$ cat src/rtl/cpu_pkg.sv
// Shared CPU definitions: phase codes (consumed by the sequencer and the
// memory-access stage) and the HALT opcode field value.
package cpu_pkg;

  typedef enum logic [2:0] {
    PH_FETCH  = 3'b000,
    PH_DECODE = 3'b100,
    PH_EXEC   = 3'b010,
    PH_MEM    = 3'b001,
    PH_WB     = 3'b011,
    PH_IDLE   = 3'b110,
    PH_HALT   = 3'b111
  } phase_e;

  localparam logic [4:0] HALT_OP = 5'b11111;

  function automatic logic is_halt(input logic [15:0] ins);
    return ins[15:11] == HALT_OP;
  endfunction

endpackage

$ cat src/rtl/pc_unit.sv
// Program counter register and next-pc selection.
//   clk, rst_n     : clock, async active-low reset (pc -> 0)
//   advance        : update pc this cycle (end of a non-halting WB)
//   branch_taken   : select branch_target instead of pc+1
//   branch_target  : branch destination
//   pc             : program counter
module pc_unit (
  input  logic        clk,
  input  logic        rst_n,
  input  logic        advance,
  input  logic        branch_taken,
  input  logic [11:0] branch_target,
  output logic [11:0] pc
);

  always_ff @(posedge clk or negedge rst_n) begin
    if (!rst_n)
      pc <= '0;
    else if (advance)
      pc <= branch_taken ? branch_target : pc + 12'd1;  // 4095 wraps to 0
  end

endmodule

$ cat src/rtl/phase_seq.sv
// Instruction phase sequencer: IDLE -> FETCH/DECODE/EXEC/MEM/WB loop, HALT on
// the halt opcode. Phase code is the state register itself.
//   clk, rst_n      : clock, async active-low reset
//   start           : begin/resume from IDLE or HALT
//   stall           : freeze phase and all registers (no effect in IDLE/HALT)
//   mem_q           : memory read data, captured into instr at end of DECODE
//   branch_taken    : branch decision, used only at end of WB
//   branch_target   : next pc on a taken branch
//   phase           : current phase code
//   pc, instr       : program counter, instruction register
//   halted          : high while in HALT
//   retired         : completed instruction count
module phase_seq
  import cpu_pkg::*;
(
  input  logic        clk,
  input  logic        rst_n,
  input  logic        start,
  input  logic        stall,
  input  logic [15:0] mem_q,
  input  logic        branch_taken,
  input  logic [11:0] branch_target,
  output logic [2:0]  phase,
  output logic [11:0] pc,
  output logic [15:0] instr,
  output logic        halted,
  output logic [15:0] retired
);

  phase_e st;
  logic   wb_done;
  logic   advance;

  assign wb_done = (st == PH_WB) && !stall;
  // A halting instruction leaves pc untouched and ignores the branch.
  assign advance = wb_done && !is_halt(instr);
  assign phase   = st;

  pc_unit u_pc (
    .clk           (clk),
    .rst_n         (rst_n),
    .advance       (advance),
    .branch_taken  (branch_taken),
    .branch_target (branch_target),
    .pc            (pc)
  );

  always_ff @(posedge clk or negedge rst_n) begin
    if (!rst_n) begin
      st      <= PH_IDLE;
      instr   <= '0;
      retired <= '0;
      halted  <= 1'b0;
    end else begin
      case (st)
        PH_IDLE, PH_HALT: begin
          if (start) begin
            st     <= PH_FETCH;
            halted <= 1'b0;
          end
        end
        default: begin
          if (!stall) begin
            case (st)
              PH_FETCH:  st <= PH_DECODE;
              PH_DECODE: begin
                st    <= PH_EXEC;
                instr <= mem_q;
              end
              PH_EXEC:   st <= PH_MEM;
              PH_MEM:    st <= PH_WB;
              PH_WB: begin
                retired <= retired + 16'd1;
                if (is_halt(instr)) begin
                  st     <= PH_HALT;
                  halted <= 1'b1;
                end else begin
                  st <= PH_FETCH;
                end
              end
              default:   st <= PH_IDLE;
            endcase
          end
        end
      endcase
    end
  end

endmodule

$ cat config.mk
export PLATFORM = sky130hd
export DESIGN_NAME = phase_seq
export DESIGN_NICKNAME = d
export VERILOG_FILES = /design/src/rtl/cpu_pkg.sv /design/src/rtl/pc_unit.sv /design/src/rtl/phase_seq.sv
export SDC_FILE = /design/constraint.sdc
export NUM_CORES = 1
export LEC_CHECK = 0
export CAP_MARGIN = 20
export CORE_MARGIN = 3
export CORE_UTILIZATION = 48
export CTS_CLUSTER_DIAMETER = 60
export DETAILED_ROUTE_END_ITERATION = 7
export PLACE_DENSITY = 0.84
export RECOVER_POWER = 25
export SLEW_MARGIN = 15
export SYNTH_ARGS = -nofsm -noshare
export SYNTH_HDL_FRONTEND = slang
export SYNTH_SLANG_ARGS = --single-unit
export TNS_END_PERCENT = 30
$ cat constraint.sdc
create_clock -name clk -period 4.8 [get_ports clk]
set_clock_uncertainty 0.2 [all_clocks]
set_input_delay 1.2 -clock clk [delete_from_list [all_inputs] [get_ports clk]]
set_output_delay 1.2 -clock clk [all_outputs]
set_load 0.01 [all_outputs]
# ---- Yosys cells after proc, flatten, opt, wreduce, memory -nomap -nowiden
# Index checks and enable logic that the tools add are counted.
dict set report word_totals {
  regBits 48
  input_bits 33
}
dict set report classes {
  addsub 2
  eq_ne 9
  mux 11
  bitwise_logic 2
  n_reduce_logical 12
}
# cell n
set op_table {}
lappend op_table {{16-bit by 1-bit adder with 16-bit output, second input constant} 1}
lappend op_table {{3-bit one-hot mux with 5 select lines} 1}
lappend op_table {{12-bit by 1-bit adder with 12-bit output, second input constant} 1}
lappend op_table {{12-bit 2-to-1 mux} 1}
lappend op_table {{3-bit 2-to-1 mux} 4}
lappend op_table {{3-bit == test, second input constant} 3}
lappend op_table {{3-bit by 2-bit == test with 1-bit output, second input constant} 2}
lappend op_table {{3-bit AND reduction} 2}
lappend op_table {{5-bit == test, second input constant} 1}
lappend op_table {{1-bit 2-to-1 mux} 5}
lappend op_table {{4-bit AND reduction} 1}
lappend op_table {{2-bit nonzero test} 2}
lappend op_table {{3-bit by 1-bit == test with 1-bit output, second input constant} 1}
lappend op_table {{3-bit zero test} 1}
lappend op_table {{1-bit logical AND} 2}
lappend op_table {{1-bit zero test} 2}
lappend op_table {{2-bit by 1-bit != test with 1-bit output, second input constant} 1}
lappend op_table {{2-bit != test, second input constant} 1}
lappend op_table {{1-bit inverter} 2}
lappend op_table {{2-bit AND reduction} 1}
lappend op_table {{2-bit OR reduction} 1}

# ---- Longest topological paths before layout
# Gate-level depths: netlist (run 1).
dict set report logic_depth {
  ltp_word 5
  ltp_mapped 7
}

# ---- By module
# A second synthesis (run 1) with hierarchy kept.
dict set report hier_totals {
  hier_cells 207
  hier_area_um2 2318.5
}
# module n_inst cells_each area_per_inst_um2 seq_area_each_um2
set by_module_without_submodules {}
lappend by_module_without_submodules {phase_seq 1 121 1570.3 903.4}
lappend by_module_without_submodules {pc_unit 1 86 748.2 300.3}

# ---- Least setup slack after synthesis (run 1)
# Ideal clock, no wire load.
dict set report synth_timing {
  kind {input-to-reg}
  start {in stall}
  end {reg instr[10]}
  arrival_time_ns 2.241
  required_ns 4.475
  path_slack_ns 2.234
  cell_stages 4
  path_cell_list {nand2b_1 nor3_2 buf_4 mux2_2}
}
dict set report synth_between {
  elab_chain_len 2
}
# element line
set synth_rtl {}
lappend synth_rtl {{start, declared} phase_seq.sv:19} ;# input logic stall,
lappend synth_rtl {{1-bit inverter (no source line)} --}
lappend synth_rtl {{3-bit AND reduction (no source line)} --}
lappend synth_rtl {{end signal, assigned} phase_seq.sv:68} ;# instr <= mem_q;
lappend synth_rtl {{end, declared} phase_seq.sv:25} ;# output logic [15:0] instr,
# No other way between the ends.
# A chain may end at the register's enable or synchronous reset.

==> flow_metrics.env, run 1 <==
export IMPL_grt_overflow=0
export IMPL_first_iter_violations=163
export IMPL_syn_area_mm2=0.00233
export IMPL_max_stage_delay_ns=1.77
export IMPL_worstHoldStart="retired[15]$_DFFE_PN0P_"
export IMPL_crit_type="in -> async"
export IMPL_stdcell_count=346
export IMPL_maxCapViolCount=1
export IMPL_synth_async_sr_flop_share_pct=100
export IMPL_antenna_left=0
export IMPL_clockBufferDepth=2
export IMPL_syn_num_nets=252
export IMPL_hpwl_um=3850
export IMPL_routed_wl_um=5170
export IMPL_path_buf_inv=1
export IMPL_clk_pin_slew_worst_paths_ns=0.08
export IMPL_finalHoldWorstSlack_ns=0.272
export IMPL_violations="capacitance limit, slew limit"
export IMPL_slowest_stage="clkbuf_1"
export IMPL_drt_wirelength_per_cell_um=14.9
export IMPL_layout_setup_ws_ns=1.48
export IMPL_crit_family="buffers and inverters"
export IMPL_cts_root_buf="clkbuf_8"
export IMPL_worstMarginPinSlew_ns=2.54
export IMPL_synth_edf_count=0
export IMPL_diodes=0
export IMPL_numCtsBuffers=5
export IMPL_via_count=1954
export IMPL_min_to="retired[15]$_DFFE_PN0P_"
export IMPL_first_global_vias=1959
export IMPL_cts_num_sinks=48
export IMPL_yosys_most_used_dff="dfrtp_1"
export IMPL_cts_resized=0
export IMPL_post_cts_buffers=0
export IMPL_intPower_w=0.00108
export IMPL_period_needed_ns=3.32
export IMPL_pwr_share_seq_pct=42.8
export IMPL_pwr_share_clk_pct=18.1
export IMPL_place_gp_congestion=0.819
export IMPL_path_cells="clkbuf_1"
export IMPL_status="finished with violations"
export IMPL_portBuffers=80
export IMPL_dp_cells=338
export IMPL_p_sw_share_pct=32.5
export IMPL_finalHoldViolCount=0
export IMPL_post_place_ws_ns=1.45
export IMPL_drc_errors=0
export IMPL_cts_max_level=2
export IMPL_drtPass1Iterations=4
export IMPL_hold_class="reg -> reg"
export IMPL_cts_tree="yes"
export IMPL_clk_insertion_delay_late_ns=0.30
export IMPL_holdPathStages=1
export IMPL_rows=24
export IMPL_ys_ff_latch=48
export IMPL_syn_instance_count=217
export IMPL_finalSetupViolCount=0
export IMPL_grt_first_pass_wirelength_um=8760
export IMPL_synth_area_per_cell_um2=10.7
export IMPL_power_net_switching_w=0.000521
export IMPL_p_leak_nw=1.32
export IMPL_worst_r2r_endpoint="u_pc.pc[6]$_DFFE_PN0P_"
export IMPL_final_common_cell="clkdlybuf4s50_1"
export IMPL_grt_use_total_pct=19.8
export IMPL_rr_worst_depth=4
export IMPL_rsz0062_at_grt="false"
export IMPL_combPwrFrac_pct=39.2
export IMPL_fin_setup_tns_ns=0
export IMPL_fmax_mhz=301
export IMPL_final_net_count=328
export IMPL_vias_per_cell=5.65
export IMPL_initial_core_util_pct=51.7
export IMPL_ys_warn_count=0
export IMPL_peakVddDrop_uv=339
export IMPL_die_y_um=75.6
export IMPL_dieArea_mm2=0.00572
export IMPL_final_cell_mix="clkdlybuf4s50_1 (79), dfrtp_1 (46), nand2_1 (17), nor2_1 (17), mux2_2 (17)"
export IMPL_fin_crit_sh_pct=69.1
export IMPL_finalMaxSlewViolations=49
export IMPL_reg2reg_from="phase[1]$_DFFE_PN1P_"
export IMPL_start_kind="input pin"
export IMPL_grt_start_max_net_pins=49
export IMPL_cp_max_fo=48
export IMPL_arrival_ns=2.99
export IMPL_core_mm2=0.00450
export IMPL_powerDensity_mw_per_mm2=495
export IMPL_synth_cell_type_count=46
export IMPL_synthToLayoutAreaGrowth_pct=39.1
export IMPL_r2r_setup_slack_ns=2.80
export IMPL_die_w_um=75.6
export IMPL_worst_setup_path_end_kind="async pin"
export IMPL_grt_antenna_before_repair=0
export IMPL_max_slew_margin_pct=-69.0
export IMPL_yosysSeqAreaShare_pct=51.7
export IMPL_required_ns=4.47
export IMPL_hold_buffers=0
export IMPL_ios=81
export IMPL_drive_gt1_share_pct=11.6
layer usage:
metal	vias to the layer above	wire length (um)	track usage, %
met3	4	296	5.01
met2	63	2580	35.1
li1	934	-	-
met1	953	2250	24.1
met4	0	44	4.66
met5	-	0	0
synthesized netlist by cell type (4+ instances only):
| master | number | share of area [%] |
|---|---|---|
| a21oi_1 | 12 | 2.6 |
| and3_1 | 4 | 1.1 |
| clkbuf_1 | 4 | 0.64 |
| dfrtp_1 | 46 | 49 |
| mux2_2 | 17 | 8.2 |
| nand2_1 | 17 | 2.7 |
| nand3_1 | 9 | 1.9 |
| nand4_1 | 7 | 1.9 |
| nor2_1 | 17 | 2.7 |
| o21ai_0 | 14 | 3.0 |
| xnor2_1 | 11 | 4.1 |
| xor2_1 | 4 | 1.5 |
cells by family after synthesis:
kind of cell	Yosys count	synth area share, %
AOI/OAI and AO/OA	46	12.3
and+or+nand+nor	73	17.2
buffers and inverters	15	3.39
xor gates and xnor gates	15	5.64
DFF	48	51.7
muxes	18	8.66
adders and majority gates	2	1.08
layout make-up:
cell class,instances,area [um^2]
clock buffers,5,68.8
clock inverters,3,42.5
fillers,353,1270
inverters,3,11.3
multi-input cells,154,1040
flip-flops and latches,48,1200
well taps,52,65.1
repair buffers,81,802
flip-flops by register name (all words and copies together) (netlist names):
signal and flops:
halted 1, instr 16, phase 3, retired 16
u_pc.pc 12
worst max-delay path by stage:
stage | start | cells past startpoint | endpoint
3_5_place_dp | branch_taken | 5 | u_pc.pc[10]$_DFFE_PN0P_
4_1_cts | branch_taken | 5 | u_pc.pc[10]$_DFFE_PN0P_
5_1_grt | rst_n | 1 | instr[4]$_DFFE_PN0P_
3_3_place_gp | branch_taken | 5 | u_pc.pc[10]$_DFFE_PN0P_
6_report | rst_n | 1 | instr[5]$_DFFE_PN0P_
2_1_floorplan | stall | 4 | instr[10]$_DFFE_PN0P_
power groups by stage:
stage | combinational, W | clock [W] | sequential (W)
floorplan | 0.000267 | 0 | 0.000709
global placement | 0.000619 | 0 | 0.000686
detailed placement | 0.000635 | 0 | 0.000691
CTS | 0.000637 | 0.000296 | 0.000685
global route | 0.000682 | 0.000313 | 0.000714
finish | 0.000627 | 0.000290 | 0.000685
per-stage QoR:
stage / util (%) / cell area, um^2 / total power (W)
after floorplan: - / 2330 / 0.000976
after detailed placement: 69.4 / 3130 / 0.00133
final: 71.9 / 3240 / 0.00160
after global placement: 69.4 / 3130 / 0.00131
after global routing: 71.9 / 3240 / 0.00171
after CTS: 71.9 / 3240 / 0.00162
(Power assumes the default switching activity.)
==> inputs of run 2 (changes only) <==
--- a/config.mk
+++ b/config.mk
@@ -7,10 +7,10 @@
 export LEC_CHECK = 0
 export CAP_MARGIN = 20
 export CORE_MARGIN = 3
-export CORE_UTILIZATION = 48
+export CORE_UTILIZATION = 41
 export CTS_CLUSTER_DIAMETER = 60
 export DETAILED_ROUTE_END_ITERATION = 7
-export PLACE_DENSITY = 0.84
+export PLACE_DENSITY = 0.77
 export RECOVER_POWER = 25
 export SLEW_MARGIN = 15
 export SYNTH_ARGS = -nofsm -noshare
==> constraint.sdc (replaced) <==
create_clock -name clk -period 3 [get_ports clk]
set_clock_uncertainty 0.2 [all_clocks]
set_input_delay 0.75 -clock clk [delete_from_list [all_inputs] [get_ports clk]]
set_output_delay 0.75 -clock clk [all_outputs]
set_load 0.01 [all_outputs]
==> flow_metrics.env, run 2 (synthesis results as in run 1) <==
export IMPL_holdPathStages=1
export IMPL_worstSetupStartpoint="phase[1]$_DFFE_PN1P_"
export IMPL_antenna_left=0
export IMPL_routed_wl_um=5260
export IMPL_min_to="retired[15]$_DFFE_PN0P_"
export IMPL_vias_per_cell=5.29
export IMPL_final_net_count=330
export IMPL_die_w_um=81.3
export IMPL_status="finished clean"
export IMPL_cp_max_fo=11
export IMPL_worst_r2r_endpoint="u_pc.pc[6]$_DFFE_PN0P_"
export IMPL_final_common_cell="clkdlybuf4s50_1"
export IMPL_numCtsBuffers=5
export IMPL_via_count=1937
export IMPL_worst_setup_path_end_kind="primary output"
export IMPL_reg2reg_from="phase[1]$_DFFE_PN1P_"
export IMPL_synthToLayoutAreaGrowth_pct=39.9
export IMPL_period_needed_ns=2.47
export IMPL_core_mm2=0.00530
export IMPL_portBuffers=80
export IMPL_cts_max_level=2
export IMPL_drive_gt1_share_pct=12.5
export IMPL_fin_setup_tns_ns=0
export IMPL_p_total_w=0.00250
export IMPL_fin_crit_sh_pct=82.3
export IMPL_grt_antenna_before_repair=0
export IMPL_p_leak_nw=1.33
export IMPL_rows=26
export IMPL_peakVddDrop_uv=473
export IMPL_powerDensity_mw_per_mm2=767
export IMPL_grt_overflow=0
export IMPL_hold_buffers=0
export IMPL_cts_root_buf="clkbuf_8"
export IMPL_clockBufferDepth=2
export IMPL_worstMarginPinSlew_ns=1.18
export IMPL_die_y_um=81.3
export IMPL_required_ns=2.05
export IMPL_clk_insertion_delay_late_ns=0.30
export IMPL_place_gp_congestion=0.800
export IMPL_path_buf_inv=1
export IMPL_hpwl_um=3880
export IMPL_hold_class="reg -> reg"
export IMPL_dieArea_mm2=0.00662
export IMPL_cts_num_sinks=48
export IMPL_path_cells="clkdlybuf4s50_1"
export IMPL_rsz0062_at_grt="false"
export IMPL_drt_wirelength_per_cell_um=14.4
export IMPL_maxCapViolCount=0
export IMPL_crit_family="flip-flops"
export IMPL_grt_first_pass_wirelength_um=9030
export IMPL_r2r_setup_slack_ns=1.01
export IMPL_final_cell_mix="clkdlybuf4s50_1 (79), dfrtp_1 (46), nand2_1 (17), nor2_1 (17), mux2_2 (17)"
export IMPL_max_slew_margin_pct=21.3
export IMPL_drtPass1Iterations=4
export IMPL_final_fill_count=439
export IMPL_first_global_vias=1988
export IMPL_cts_resized=0
export IMPL_crit_type="reg -> out"
export IMPL_slowest_stage="dfstp_2"
export IMPL_ff_latch_area_mm2=0.00120
export IMPL_arrival_ns=1.52
export IMPL_clk_pin_slew_worst_paths_ns=0.08
export IMPL_fin_util_pct=61.4
export IMPL_grt_use_total_pct=17.4
export IMPL_post_place_ws_ns=0.271
export IMPL_finalMaxSlewViolations=0
export IMPL_start_kind="flip-flop"
export IMPL_ios=81
export IMPL_reg_top3="instr: 16 flops, retired: 16 flops, u_pc.pc: 12 flops"
export IMPL_first_iter_violations=119
export IMPL_drc_errors=0
export IMPL_post_cts_buffers=0
export IMPL_multiInputGateArea_mm2=0.00104
export IMPL_finalHoldViolCount=0
export IMPL_fmax_mhz=405
export IMPL_rr_worst_depth=4
export IMPL_cts_tree="yes"
export IMPL_grt_start_max_net_pins=49
export IMPL_max_stage_delay_ns=0.64
export IMPL_finalSetupViolCount=0
export IMPL_worstHoldStart="retired[15]$_DFFE_PN0P_"
export IMPL_initial_core_util_pct=43.9
export IMPL_layout_setup_ws_ns=0.531
export IMPL_diodes=0
[run 2: area by class of cell]
cell class                      count  area share [%]
Clock inverter                      2           0.307
Timing Repair Buffer               83            25.1
Clock buffer                        6            2.54
Inverter                            3           0.346
Multi-Input combinational cell    154            32.1
Tap cell                           70            2.69
Sequential cell                    48            37.0
[run 2: worst max-delay path by stage]
stage	end	cells past startpoint
6_report	phase[1]	1
4_1_cts	phase[1]	1
5_1_grt	u_pc.pc[11]$_DFFE_PN0P_	5
3_3_place_gp	u_pc.pc[11]$_DFFE_PN0P_	5
3_5_place_dp	u_pc.pc[11]$_DFFE_PN0P_	5
2_1_floorplan	instr[10]$_DFFE_PN0P_	4
[run 2: stage by stage]
step | std cells | hold slack, ns | instance area, um^2
after floorplan | 217 | 0.254 | 2330
after global placement | 358 | 0.261 | 3170
after detailed placement | 358 | 0.274 | 3170
after CTS | 366 | 0.285 | 3260
after global routing | 366 | 0.295 | 3260
final | 366 | 0.276 | 3260
[run 2: layer usage]
| metal | track usage [%] | vias to the layer above | part of all wire (%) |
|---|---|---|---|
| met2 | 28.7 | 75 | 48 |
| met1 | 22.1 | 923 | 44 |
| met5 | 0 | - | 0 |
| li1 | - | 937 | - |
| met4 | 4.90 | 0 | 0.44 |
| met3 | 5.21 | 2 | 7.4 |
[run 2: power breakdown]
group | switching [W] | leakage [nW] | internal [W]
registers | 0.000227 | 0.609 | 0.000869
clock network | 0.000213 | 0.0510 | 0.000184
logic | 0.000390 | 0.673 | 0.000613
total | 0.000830 | 1.33 | 0.00167
